<file path="src/rtl/sync_fifo_param.sv">
// Single-clock parametrised FIFO with ready/valid on both sides, occupancy count,
// almost-full/almost-empty flags, selectable FWFT/registered read, flush and sticky error flags.
module sync_fifo_param #(
  parameter int WIDTH         = 32,
  parameter int DEPTH         = 16,
  parameter int FWFT          = 1,
  parameter int AFULL_THRESH  = DEPTH - 2,
  parameter int AEMPTY_THRESH = 2
) (
  input  logic                       CLK,
  input  logic                       RST_N,
  input  logic                       FLUSH,
  output logic                       WR_RDY,
  input  logic                       WR_EN,
  input  logic [WIDTH-1:0]           WR_DATA,
  output logic                       RD_VALID,
  input  logic                       RD_EN,
  output logic [WIDTH-1:0]           RD_DATA,
  output logic [$clog2(DEPTH):0]     COUNT,
  output logic                       ALMOST_FULL,
  output logic                       ALMOST_EMPTY,
  output logic                       OVERFLOW,
  output logic                       UNDERFLOW
);

  localparam int AW = $clog2(DEPTH);
  localparam int PW = AW + 1;

  logic [WIDTH-1:0] mem [DEPTH];
  logic [PW-1:0]    wr_ptr;
  logic [PW-1:0]    rd_ptr;
  logic [PW-1:0]    count;
  logic             ovf;
  logic             unf;
  logic             wr_acc;
  logic             rd_acc;
  logic             wr_refused;
  logic             rd_refused;

  // Handshake decode uses registered occupancy only, never the same-cycle enables.
  assign WR_RDY   = (count != PW'(DEPTH));
  assign RD_VALID = (count != '0);

  // Flush outranks both sides: nothing is accepted and no error is recorded.
  assign wr_acc     = WR_EN & WR_RDY & ~FLUSH;
  assign rd_acc     = RD_EN & RD_VALID & ~FLUSH;
  assign wr_refused = WR_EN & ~WR_RDY & ~FLUSH;
  assign rd_refused = RD_EN & ~RD_VALID & ~FLUSH;

  assign COUNT        = count;
  assign ALMOST_FULL  = (count >= PW'(AFULL_THRESH));
  assign ALMOST_EMPTY = (count <= PW'(AEMPTY_THRESH));
  assign OVERFLOW     = ovf;
  assign UNDERFLOW    = unf;

  always_ff @(posedge CLK or negedge RST_N) begin
    if (!RST_N) begin
      wr_ptr <= '0;
      rd_ptr <= '0;
      count  <= '0;
      ovf    <= 1'b0;
      unf    <= 1'b0;
    end else if (FLUSH) begin
      wr_ptr <= '0;
      rd_ptr <= '0;
      count  <= '0;
      ovf    <= 1'b0;
      unf    <= 1'b0;
    end else begin
      if (wr_acc) wr_ptr <= wr_ptr + PW'(1);
      if (rd_acc) rd_ptr <= rd_ptr + PW'(1);
      case ({wr_acc, rd_acc})
        2'b10:   count <= count + PW'(1);
        2'b01:   count <= count - PW'(1);
        default: count <= count;
      endcase
      if (wr_refused) ovf <= 1'b1;
      if (rd_refused) unf <= 1'b1;
    end
  end

  // Storage array is deliberately left out of reset.
  always_ff @(posedge CLK) begin
    if (wr_acc) mem[wr_ptr[AW-1:0]] <= WR_DATA;
  end

  generate
    if (FWFT != 0) begin : g_fwft
      assign RD_DATA = mem[rd_ptr[AW-1:0]];
    end else begin : g_reg
      logic [WIDTH-1:0] rd_data_p1;

      // Read stage: head word captured on acceptance, held otherwise (flush leaves it alone).
      always_ff @(posedge CLK or negedge RST_N) begin
        if (!RST_N)      rd_data_p1 <= '0;
        else if (rd_acc) rd_data_p1 <= mem[rd_ptr[AW-1:0]];
      end

      assign RD_DATA = rd_data_p1;
    end
  endgenerate

endmodule

</file>
<file path="config.mk">
export PLATFORM = sky130hd
export DESIGN_NAME = sync_fifo_param
export DESIGN_NICKNAME = d
export VERILOG_FILES = /design/src/rtl/sync_fifo_param.sv
export SDC_FILE = /design/constraint.sdc
export NUM_CORES = 1
export LEC_CHECK = 0
export BUFFER_PORTS_ARGS = -buffer_cell sky130_fd_sc_hd__buf_2
export CAP_MARGIN = 20
export CORE_MARGIN = 1
export CORE_UTILIZATION = 40
export DETAILED_ROUTE_END_ITERATION = 16
export GPL_TIMING_DRIVEN = 0
export RECOVER_POWER = 25
export SYNTH_ARGS = -nofsm -noshare
export SYNTH_HDL_FRONTEND = slang
export SYNTH_SLANG_ARGS = --single-unit
export TNS_END_PERCENT = 30
</file>
<file path="constraint.sdc">
create_clock -name CLK -period 2.7 [get_ports CLK]
set_input_delay 0.54 -clock CLK [delete_from_list [all_inputs] [get_ports CLK]]
set_output_delay 0.54 -clock CLK [all_outputs]
set_load 0.01 [all_outputs]
</file>
==> qor.txt <==
Status = finished, violations left
Violated checks = setup timing
Hold Crit Class = input port to flop
Clock sinks = 527
DR pass1 iterations = 5
Post-synthesis sequential area ratio = 0.7635
Buffers on Ports = 78
Crit. End Element = output port
Vias in the first global route = 11050
Pin count of the biggest net entering global routing = 33
Top cells by area, synth = edfxtp_1 75%, mux4_2 7.0%, mux2i_1 4.9%
Placed Instance Area = 0.02218 mm²
GRT Residual Overflow = 0
Commonest non-fill, non-tap cells in the layout = 512 x edfxtp_1, 99 x mux2i_1, 64 x mux4_2
CP Max Fanout = 10
Worst EP arrival = 2.46 ns
Max-Slew Margin vs Limit = 0.4940
Post-synthesis mux area share = 0.1370
Die width = 229.1 µm
Worst setup margin = -0.2956 ns
Yosys warns = 0
Row count = 82
Worst-path clk slew = 0.06 ns
# setup viols final = 32
Synth top area share = 0.7453
Post-synthesis compound-gate area fraction = 0.05380
Vias per cell = 5.434
Critical path class = flop to output port
Most common flop cell mapped by yosys = edfxtp_1
Mapped Area = 0.02063 mm²
XOR/XNOR share of the synthesized area = 0.004246
CP Buf/Inv Count = 3
Post-route design area = 0.02442 mm²
Root Driver = clkbuf_16
Yosys top cell by area = edfxtp_1
WL final = 46750 µm
# nets final = 1270
Layout cells sized above 1 = 0.2875
H-tree depth = 2
Clock Path Buffers = 3
Synth Area per Inst = 19.24 µm²
Final period util = 1.109
Worst vdd ir = 0.0005082 V
Seq cells post-synth = 527
Clock Latency Late Sink = 0.60 ns
Post-synth EDFFs = 512
Highest Clock Rate = 333.8 MHz
Initial antenna violation count = 3
First-pass GRT wire length = 70120 µm
P&R area growth vs syn = 18.36%
Routed via count = 10540
Die height = 229.1 µm
DP HPWL = 28890 µm
Most common cell after layout, fill and taps aside = edfxtp_1
Setup TNS = -7.375 ns
DRC Markers = 0
Unique masters post-synth = 47
Max Slew Vio Count = 0
Pre-CTS WS = -0.5908 ns
Ports = 80
Max incr delay on CP = 0.51 ns
Leakage = 7.839 nW
Fin crit period = 2.996 ns
Clk_skew = 0.01880 ns
Post-Synthesis Net Count = 1116
PD cells = 787.3 mW/mm²
Number of max-cap violations = 0
Antenna-violating nets left = 0
Synth Area in Adders = 0.004246
Mapped Cells = 1072
Crit path max-delay family = buffers and inverters
Drt first-iter violations = 646
Die area = 0.05248 mm²
Crit-path most repeated cell = buf_12
CTS tree = yes
Data required time of the worst path = 2.16 ns
Initial Utilization = 0.4087
CTS buffer count = 53
Slowest-stage cell, CP = mux4_2
Post-synthesis simple-gate area fraction = 0.02287
RSZ-0062 raised after global routing = yes
Crit-path cells = buf_12 -> buf_12 -> mux4_2 -> a22oi_1 -> nand2_1 -> buf_2
Fin. Hold Viols = 0
Worst setup SP type = flop
Worst Tran Pin Value = 0.7590 ns
Routability congestion estimate = 0.7453
Largest family of logic cells by synthesized area = multiplexers
Core Area = 0.05048 mm²
GRT Util Overall = 0.1806
Wire per inst = 24.10 µm
Async SR Flop Fraction = 0.02846
Final Power = 19.22 mW
==> cell type report <==
class                   count  area, µm²
clock buffers              77       1489
multi-input cells         480       4863
repair buffers            102      743.2
diodes                      2      5.005
well taps                 672      840.8
inverters                   3      11.26
clock inverters            18      113.9
flip-flops and latches    527      15750
plain buffers              59      595.6
fillers                  4183      26060
==> worst register-to-register path: stages, from the launching register on <==
cell,delay (ns)
dfrtp_1,0.38
buf_6,0.15
nor4_4,0.26
buf_4,0.17
mux2i_2,0.24
xor2_1,0.10
ha_2,0.19
or3_1,0.30
a21oi_1,0.14
mux2i_1,0.09
or3_1,0.33
a21oi_2,0.14
==> final timing paths <==
kind                       startpoint         end  slack (ns)  cells after the start
setup reg to reg             COUNT[1]    COUNT[4]        0.12                     11
hold / removal                  WR_EN    OVERFLOW        0.27                      3
hold reg to reg             UNDERFLOW   UNDERFLOW        0.51                      2
max in group asynchronous       RST_N   rd_ptr[0]        1.99                      2
setup / recovery            rd_ptr[0]  RD_DATA[3]       -0.30                      6
min in group asynchronous       RST_N    COUNT[4]        0.40                      2
==> cells by family after synthesis <==
| kind of cell | after synthesis |
|---|---|
| xor gates and xnor gates | 10 |
| buffers and inverters | 65 |
| and+or+nand+nor | 92 |
| adders and majority gates | 7 |
| AOI/OAI and AO/OA | 173 |
| muxes | 198 |
| DFF | 527 |
==> layer usage <==
metal,up-vias,global-route usage,share of wire
met5,-,0,0.00049
met1,5525,0.2388,0.43
met2,235,0.3036,0.50
met4,4,0.05667,0.023
li1,4706,-,-
met3,71,0.03175,0.047
==> power by group <==
part	switching (mW)	internal [mW]	total, mW
Clock	2.99	3.90	6.89
Combinational	1.64	1.51	3.15
Sequential	0.0802	9.10	9.18
Total	4.71	14.5	19.2
==> cell usage after synthesis (all sizes together), types with 2 or more instances <==
master    n
a221oi   32
or3       2
mux4     64
nor2     15
xor2      9
nand3     5
mux2     32
o21ai    65
and3      4
inv       3
dfrtp    15
ha        7
nand2    40
nor4      2
edfxtp  512
a22oi    32
a31oi     2
clkbuf   33
mux2i   102
buf      29
and2     13
a21oi    36
nand4     2
==> flip-flops by register name, summed over array words and instances, names as in the netlist <==
name,count
COUNT,5
OVERFLOW,1
UNDERFLOW,1
mem,512
rd_ptr,4
wr_ptr,4
==> what timing repair did <==
action | 4_1_cts | 5_1_grt
endpoints found under the setup margin | 37 | 238
pin swaps | 0 | 2
hold endpoints to repair | 15 | 0
resized for setup | 131 | 46
hold buffers | 1 | 0
setup buffers | 1 | 8
==> stage by stage <==
| step | std cells | hold WS [ns] | utilization |
|---|---|---|---|
| 2_1_floorplan | 1072 | 0.2444 | - |
| 3_3_place_gp | 1822 | 0.4794 | 0.4331 |
| 3_5_place_dp | 1836 | 0.4806 | 0.4394 |
| 4_1_cts | 1930 | 0.2473 | 0.4805 |
| 5_1_grt | 1938 | 0.2842 | 0.4836 |
| 6_report | 1940 | 0.2714 | 0.4837 |
Power figures use the tool's default switching activity.
